<file path="src/rtl/hc_pkg.sv">
// hc_pkg: shared types for the CCI-P c0 read arbiter.
//   hc_addr_t       42-bit cache-line address
//   hc_mdata_t      16-bit c0 request/response metadata tag
//   hc_arb_state_e  arbiter flush FSM state
//   hc_mdata_of()   builds the metadata tag carrying a requester index
package hc_pkg;

    localparam int unsigned HC_ADDR_W  = 42;
    localparam int unsigned HC_MDATA_W = 16;
    // Low mdata bits carry the requester index (up to 8 requesters)
    localparam int unsigned HC_IDX_W   = 3;

    typedef logic [HC_ADDR_W-1:0]  hc_addr_t;
    typedef logic [HC_MDATA_W-1:0] hc_mdata_t;

    typedef enum logic [1:0] {
        ST_RUN   = 2'd0,
        ST_DRAIN = 2'd1,
        ST_DONE  = 2'd2
    } hc_arb_state_e;

    // Zero-extend a requester index into a metadata tag
    function automatic hc_mdata_t hc_mdata_of(input logic [HC_IDX_W-1:0] idx);
        return HC_MDATA_W'(idx);
    endfunction

endpackage

</file>
<file path="src/rtl/hc_rr_pick.sv">
// hc_rr_pick: combinational round-robin picker.
//   N, PW    number of requesters and pointer width
//   req_i    request vector
//   ptr_i    index with highest priority this cycle
//   grant_o  one-hot grant of the first set request at or after ptr_i, wrapping
module hc_rr_pick #(
    parameter int unsigned N  = 4,
    parameter int unsigned PW = 2
) (
    input  logic [N-1:0]  req_i,
    input  logic [PW-1:0] ptr_i,
    output logic [N-1:0]  grant_o
);

    logic          found;
    logic [PW-1:0] idx;

    // Scan from ptr_i upward modulo N, first hit wins
    always_comb begin
        grant_o = '0;
        found   = 1'b0;
        idx     = '0;
        for (int unsigned k = 0; k < N; k++) begin
            idx = PW'((32'(ptr_i) + k) % N);
            if (!found && req_i[idx]) begin
                grant_o[idx] = 1'b1;
                found        = 1'b1;
            end
        end
    end

endmodule

</file>
<file path="src/rtl/hc_rd_arbiter.sv">
// hc_rd_arbiter: round-robin arbiter of N_REQ read requesters onto the CCI-P c0
// request channel, with outstanding-read accounting, response routing and flush.
//   clk, reset_n          clock, asynchronous active-low reset
//   req_valid/req_addr    per-requester pending read and cache-line address
//   req_grant             one-hot acceptance this cycle (combinational)
//   c0_tx_valid/addr/mdata registered c0 read request, mdata = requester index
//   c0_tx_almfull         c0 back-pressure
//   c0_rx_rdvalid/mdata   read response; routed to rsp_valid (combinational)
//   flush/flush_done      drain request and its completion
//   grant_count           per-requester saturating grant counters, present only
//                         when HC_RD_ARB_STATS_EN is defined
module hc_rd_arbiter
    import hc_pkg::*;
#(
    parameter int unsigned N_REQ           = 4,
    parameter int unsigned MAX_OUTSTANDING = 64
) (
    input  logic                  clk,
    input  logic                  reset_n,
    input  logic [N_REQ-1:0]      req_valid,
    input  hc_addr_t [N_REQ-1:0]  req_addr,
    output logic [N_REQ-1:0]      req_grant,
    output logic                  c0_tx_valid,
    output hc_addr_t              c0_tx_addr,
    output hc_mdata_t             c0_tx_mdata,
    input  logic                  c0_tx_almfull,
    input  logic                  c0_rx_rdvalid,
    input  hc_mdata_t             c0_rx_mdata,
    output logic [N_REQ-1:0]      rsp_valid,
    input  logic                  flush,
    output logic                  flush_done
`ifdef HC_RD_ARB_STATS_EN
    ,
    output logic [N_REQ-1:0][31:0] grant_count
`endif
);

    localparam int unsigned PW = $clog2(N_REQ);
    // One extra bit so the counter can hold MAX_OUTSTANDING itself
    localparam int unsigned OW = $clog2(MAX_OUTSTANDING) + 1;

    hc_arb_state_e        state_q;
    logic                 flush_done_q;
    logic [PW-1:0]        rr_ptr_q;
    logic [OW-1:0]        outstanding_q, outstanding_d;
    logic [N_REQ-1:0]     pick_oh;
    logic [PW-1:0]        gidx;
    logic                 grant_any;
    logic                 grant_ok;
    logic                 room;
    logic [HC_IDX_W-1:0]  rsp_idx;
    logic                 rsp_hit;
    logic                 rsp_dec;
    logic                 drain_empty;
    logic                 unused_mdata_hi;

    hc_rr_pick #(
        .N  (N_REQ),
        .PW (PW)
    ) u_pick (
        .req_i   (req_valid),
        .ptr_i   (rr_ptr_q),
        .grant_o (pick_oh)
    );

    // Response decode: only the low index bits matter, out-of-range tags are dropped
    assign rsp_idx         = c0_rx_mdata[HC_IDX_W-1:0];
    assign unused_mdata_hi = ^c0_rx_mdata[HC_MDATA_W-1:HC_IDX_W];
    assign rsp_hit         = c0_rx_rdvalid && (32'(rsp_idx) < N_REQ);
    // Saturate at zero: stray responses after a reset never underflow
    assign rsp_dec         = rsp_hit && (outstanding_q != '0);

    // A response retiring this cycle frees a slot for a same-cycle grant
    assign room     = (32'(outstanding_q) < MAX_OUTSTANDING) || rsp_dec;
    assign grant_ok = reset_n && (state_q == ST_RUN) && !c0_tx_almfull && room;

    assign req_grant = grant_ok ? pick_oh : '0;
    assign grant_any = |req_grant;

    always_comb begin
        gidx = '0;
        for (int unsigned i = 0; i < N_REQ; i++) begin
            if (req_grant[i]) gidx = PW'(i);
        end
    end

    always_comb begin
        rsp_valid = '0;
        for (int unsigned i = 0; i < N_REQ; i++) begin
            rsp_valid[i] = reset_n && rsp_hit && (32'(rsp_idx) == i);
        end
    end

    // Grant and retire in the same cycle cancel out
    always_comb begin
        outstanding_d = outstanding_q;
        if (grant_any && !rsp_dec) begin
            outstanding_d = outstanding_q + OW'(1);
        end else if (!grant_any && rsp_dec) begin
            outstanding_d = outstanding_q - OW'(1);
        end
    end

    // Drain completes once nothing is in flight after this cycle's retirement
    assign drain_empty = (outstanding_d == '0) && !c0_tx_valid;

    // Datapath: pointer, accounting and registered c0 issue
    always_ff @(posedge clk or negedge reset_n) begin
        if (!reset_n) begin
            rr_ptr_q      <= '0;
            outstanding_q <= '0;
            c0_tx_valid   <= 1'b0;
            c0_tx_addr    <= '0;
            c0_tx_mdata   <= '0;
        end else begin
            outstanding_q <= outstanding_d;
            c0_tx_valid   <= grant_any;
            if (grant_any) begin
                rr_ptr_q    <= PW'((32'(gidx) + 1) % N_REQ);
                c0_tx_addr  <= req_addr[gidx];
                c0_tx_mdata <= hc_mdata_of(HC_IDX_W'(gidx));
            end
        end
    end

    // Flush FSM with registered completion flag
    always_ff @(posedge clk or negedge reset_n) begin
        if (!reset_n) begin
            state_q      <= ST_RUN;
            flush_done_q <= 1'b0;
        end else begin
            unique case (state_q)
                ST_RUN: begin
                    if (flush) state_q <= ST_DRAIN;
                end
                ST_DRAIN: begin
                    if (drain_empty) begin
                        state_q      <= ST_DONE;
                        flush_done_q <= 1'b1;
                    end
                end
                ST_DONE: begin
                    if (!flush) begin
                        state_q      <= ST_RUN;
                        flush_done_q <= 1'b0;
                    end
                end
                default: begin
                    state_q      <= ST_RUN;
                    flush_done_q <= 1'b0;
                end
            endcase
        end
    end

    assign flush_done = flush_done_q;

`ifdef HC_RD_ARB_STATS_EN
    logic [N_REQ-1:0][31:0] grant_cnt_q;

    // Per-requester grant counters, saturating at all-ones
    always_ff @(posedge clk or negedge reset_n) begin
        if (!reset_n) begin
            grant_cnt_q <= '0;
        end else begin
            for (int unsigned i = 0; i < N_REQ; i++) begin
                if (req_grant[i] && (grant_cnt_q[i] != '1)) begin
                    grant_cnt_q[i] <= grant_cnt_q[i] + 32'd1;
                end
            end
        end
    end

    assign grant_count = grant_cnt_q;
`endif

endmodule

</file>
<file path="config.mk">
export PLATFORM = sky130hd
export DESIGN_NAME = hc_rd_arbiter
export DESIGN_NICKNAME = d
export VERILOG_FILES = /design/src/rtl/hc_pkg.sv /design/src/rtl/hc_rr_pick.sv /design/src/rtl/hc_rd_arbiter.sv
export SDC_FILE = /design/constraint.sdc
export NUM_CORES = 1
export LEC_CHECK = 0
export ABC_AREA = 1
export BUFFER_PORTS_ARGS = -buffer_cell sky130_fd_sc_hd__buf_2
export CAP_MARGIN = 0
export CORE_AREA = 2 2 106 108
export CTS_CLUSTER_DIAMETER = 100
export DETAILED_ROUTE_END_ITERATION = 12
export DIE_AREA = 0 0 108 110
export GPL_TIMING_DRIVEN = 0
export PLACE_DENSITY_LB_ADDON = 0.12
export SETUP_SLACK_MARGIN = 0.5
export SLEW_MARGIN = 10
export SYNTH_ARGS = -nofsm -noshare
export SYNTH_HDL_FRONTEND = slang
export SYNTH_SLANG_ARGS = --single-unit
</file>
<file path="constraint.sdc">
create_clock -name clk -period 3.39 [get_ports clk]
set_clock_uncertainty 0.05 [all_clocks]
set_input_delay 0.1695 -clock clk [delete_from_list [all_inputs] [get_ports clk]]
set_output_delay 0.1695 -clock clk [all_outputs]
set_load 0.02 [all_outputs]
</file>
==> flow_metrics.env <==
export IMPL_synth_top_cell_by_area="dfrtp_1"
export IMPL_cts_buffers=9
export IMPL_ant_nets=0
export IMPL_synthCells=647
export IMPL_synth_top_family_by_area="simple AND/OR/NAND/NOR gates"
export IMPL_fin_ws_ps=639
export IMPL_relSlewSlack_pct=64.4
export IMPL_netSwitchingPower_mw=2.28
export IMPL_p_per_area_mw_per_mm2=786
export IMPL_p_leak_nw=3.21
export IMPL_setup_violations=0
export IMPL_dpl_hpwl_microns=11700
export IMPL_p_int_mw=2.46
export IMPL_tightest_slew_ps=534
export IMPL_wl_microns=14800
export IMPL_start_util_pct=39.5
export IMPL_place_congestion=0.859
export IMPL_period_share_pct=81.2
export IMPL_synth_edf_count=0
export IMPL_total_power_mw=4.74
export IMPL_viasPerCell=4.89
export IMPL_place_area_sq_mm=0.00562
export IMPL_final_cell_area_sq_mm=0.00603
export IMPL_clk_pin_slew_ps=60
export IMPL_grt_pass1_vias=5008
export IMPL_num_antenna_cells=0
export IMPL_ir_drop_uv=332
export IMPL_cts_tree="yes"
export IMPL_core_area_sq_mm=0.0107
export IMPL_clkPwrFrac_pct=13.3
export IMPL_synth_seq_area_share_pct=33.8
export IMPL_clockRootBuffer="clkbuf_8"
export IMPL_grt_max_degree=58
export IMPL_status="completed"
export IMPL_worstHoldPathCells=3
export IMPL_drive_above_1_share_pct=35.9
export IMPL_wl_per_cell_microns=14.0
export IMPL_netlist_area_sq_mm=0.00423
export IMPL_drt_iter0_markers=306
export IMPL_critPathArrivalTime_ps=2920
export IMPL_maxCapViolations=0
export IMPL_nFillCells=1087
export IMPL_async_reset_ff_share_pct=100
export IMPL_track_usage_pct=24.7
export IMPL_hold_viol=0
export IMPL_cp_max_fo=5
export IMPL_synth_top_cells_by_area="dfrtp_1, nor2_1, o21ai_0"
export IMPL_ys_warn_count=0
export IMPL_synthMuxAreaShare_pct=0
export IMPL_min_path_type="primary input to flip-flop"
export IMPL_clock_path_buffers=2
export IMPL_row_count=38
export IMPL_rsz0062_at_grt="yes"
export IMPL_yosys_top_cells_count="nor2_1, o21ai_0, nand2_1"
export IMPL_max_freq_ghz=0.364
export IMPL_ys_seq_elements=57
export IMPL_cp_end_kind="flip-flop"
export IMPL_numClockSinks=57
export IMPL_synthSimpleGateAreaFrac_pct=35.0
export IMPL_grt_pass1_wl_microns=23100
export IMPL_path_class="flip-flop to flip-flop"
export IMPL_antenna_found_initial=0
export IMPL_r2r_cells=24
export IMPL_synth_fa_ha_area_share_pct=2.67
export IMPL_die_area_sq_mm=0.0119
export IMPL_synth_top_area_share_pct=33.8
export IMPL_cp_start_kind="flip-flop"
export IMPL_synth_compound_area_share_pct=17.1
export IMPL_die_x_microns=108
export IMPL_io_pins=261
export IMPL_synth_distinct_cells=30
export IMPL_htree_levels=3
export IMPL_yosys_most_used_dff="dfrtp_1"
export IMPL_min_period_ps=2750
export IMPL_comb_power_share_pct=60.5
export IMPL_drc=0
export IMPL_place_ws_ps=45.4
export IMPL_clock_latency_ps=320
export IMPL_avgSynthCellArea_sq_um=6.53
export IMPL_fp_dieH_microns=110
export IMPL_grt_overflow=0
export IMPL_seqPwrFrac_pct=26.2
export IMPL_slew_viol_final=0
export IMPL_swShare_pct=48.2
export IMPL_io_buffers=233
export IMPL_synth_xor_area_share_pct=1.87
export IMPL_num_vias=5190
export IMPL_first_pass_iters=5
export IMPL_r2r_slack_ps=640
export IMPL_area_delta_synth_final_pct=42.8
export IMPL_required_ps=3560
export IMPL_synth_most_common_cell="nor2_1"
export IMPL_fin_nets=1119
-- routing by layer --
metal	share of wire (%)	wire [microns]	vias up	track usage [%]
met5	0	0	-	0
met4	2.4	363	0	8.52
met3	6.0	895	33	5.06
met2	51	7540	185	44.6
met1	41	6040	2343	29.2
li1	-	-	2629	-
-- through the flow --
step | instances | TNS (ps) | utilization, % | hold slack, ps
floorplan | 660 | 0 | - | -176
global placement | 1033 | -5390 | 52.5 | 348
detailed placement | 1033 | 0 | 52.5 | 237
CTS | 1056 | 0 | 55.3 | 5.34
global route | 1061 | 0 | 56.4 | 5.76
finish | 1061 | 0 | 56.4 | 15.8
-- state kept, by name, summed over array words and instances (netlist names) --
name           cells
c0_tx_addr        42
outstanding_q      7
c0_tx_mdata        2
rr_ptr_q           2
state_q            2
c0_tx_valid        1
flush_done         1
-- power groups by stage --
stage / Sequential [mW] / Clock, mW / Combinational [mW]
final: 1.24 / 0.632 / 2.87
after global routing: 1.29 / 0.676 / 3.18
after CTS: 1.24 / 0.641 / 2.76
after detailed placement: 1.26 / 0 / 2.68
after global placement: 1.26 / 0 / 2.62
after floorplan: 1.56 / 0 / 1.52
-- worst max-delay path, cell delays in order, from the launching register on --
cell and delay [ps]:
dfrtp_2 420, inv_4 90, ha_4 210, inv_2 60
nand3_1 70, nand2_1 100, nand2_4 70, nor2_4 140
nand2_1 70, nand3_1 90, nand2_2 90, nand2_4 130
buf_4 130, nor2_4 40, buf_4 150, nand3_1 60
nand2_1 60, nor2_2 90, nand2_1 70, nor2_2 140
nand3_1 80, nand2_1 80, nand2_1 50, nand2_1 50
nand2_1 40
-- layout by cell type, fill, tap and decap left out, types with 2 or more instances in the layout --
cell type,instances
a31oi_1,42
buf_1,5
buf_2,238
buf_4,31
clkbuf_1,12
clkbuf_2,8
clkbuf_8,11
clkinv_1,2
clkinv_2,2
conb_1,14
dfrtp_1,55
dfrtp_2,2
ha_1,8
inv_1,23
inv_2,7
inv_4,3
nand2_1,64
nand2_2,8
nand2_4,6
nand3_1,35
nand3_4,2
nand3b_1,3
nor2_1,221
nor2_2,2
nor2_4,2
nor3_1,6
o21ai_0,77
o21ai_1,10
xor2_1,9
-- kinds of logic (layout without fill, tap and decap cells) --
kind of cell,after synthesis,after routing
buffers and inverters,85,346
xor gates and xnor gates,9,9
AOI/OAI and AO/OA,133,133
other,1,14
DFF,57,57
and+or+nand+nor,353,353
adders and majority gates,9,9
-- path summary, 6_finish.rpt --
path                                  end            from
max                            flush_done     rr_ptr_q[1]
min                            state_q[0]           flush
min in group asynchronous      state_q[0]         reset_n
min reg2reg                c0_tx_mdata[0]  c0_tx_mdata[0]
max reg2reg                    flush_done     rr_ptr_q[1]
max in group asynchronous     rr_ptr_q[1]         reset_n
-- layout make-up --
cell class / count / area [sq um] / share of cell area [%]
plain buffers: 50 / 280 / 4.64
clock buffers: 12 / 155 / 2.57
clock inverters: 3 / 40.0 / 0.663
inverters: 35 / 139 / 2.30
multi-input cells: 518 / 2520 / 41.8
flip-flops and latches: 57 / 1430 / 23.7
well taps: 140 / 175 / 2.90
repair buffers: 246 / 1290 / 21.4
-- timing repair --
action / 4_1_cts / 5_1_grt
setup endpoints to repair: 49 / 46
pin swaps: 3 / 3
buffers inserted: 6 / 5
hold buffers: 2 / 0
resized for setup: 13 / 24
hold endpoints to repair: 57 / 0
Note: power is estimated with default switching activity, not from simulation.
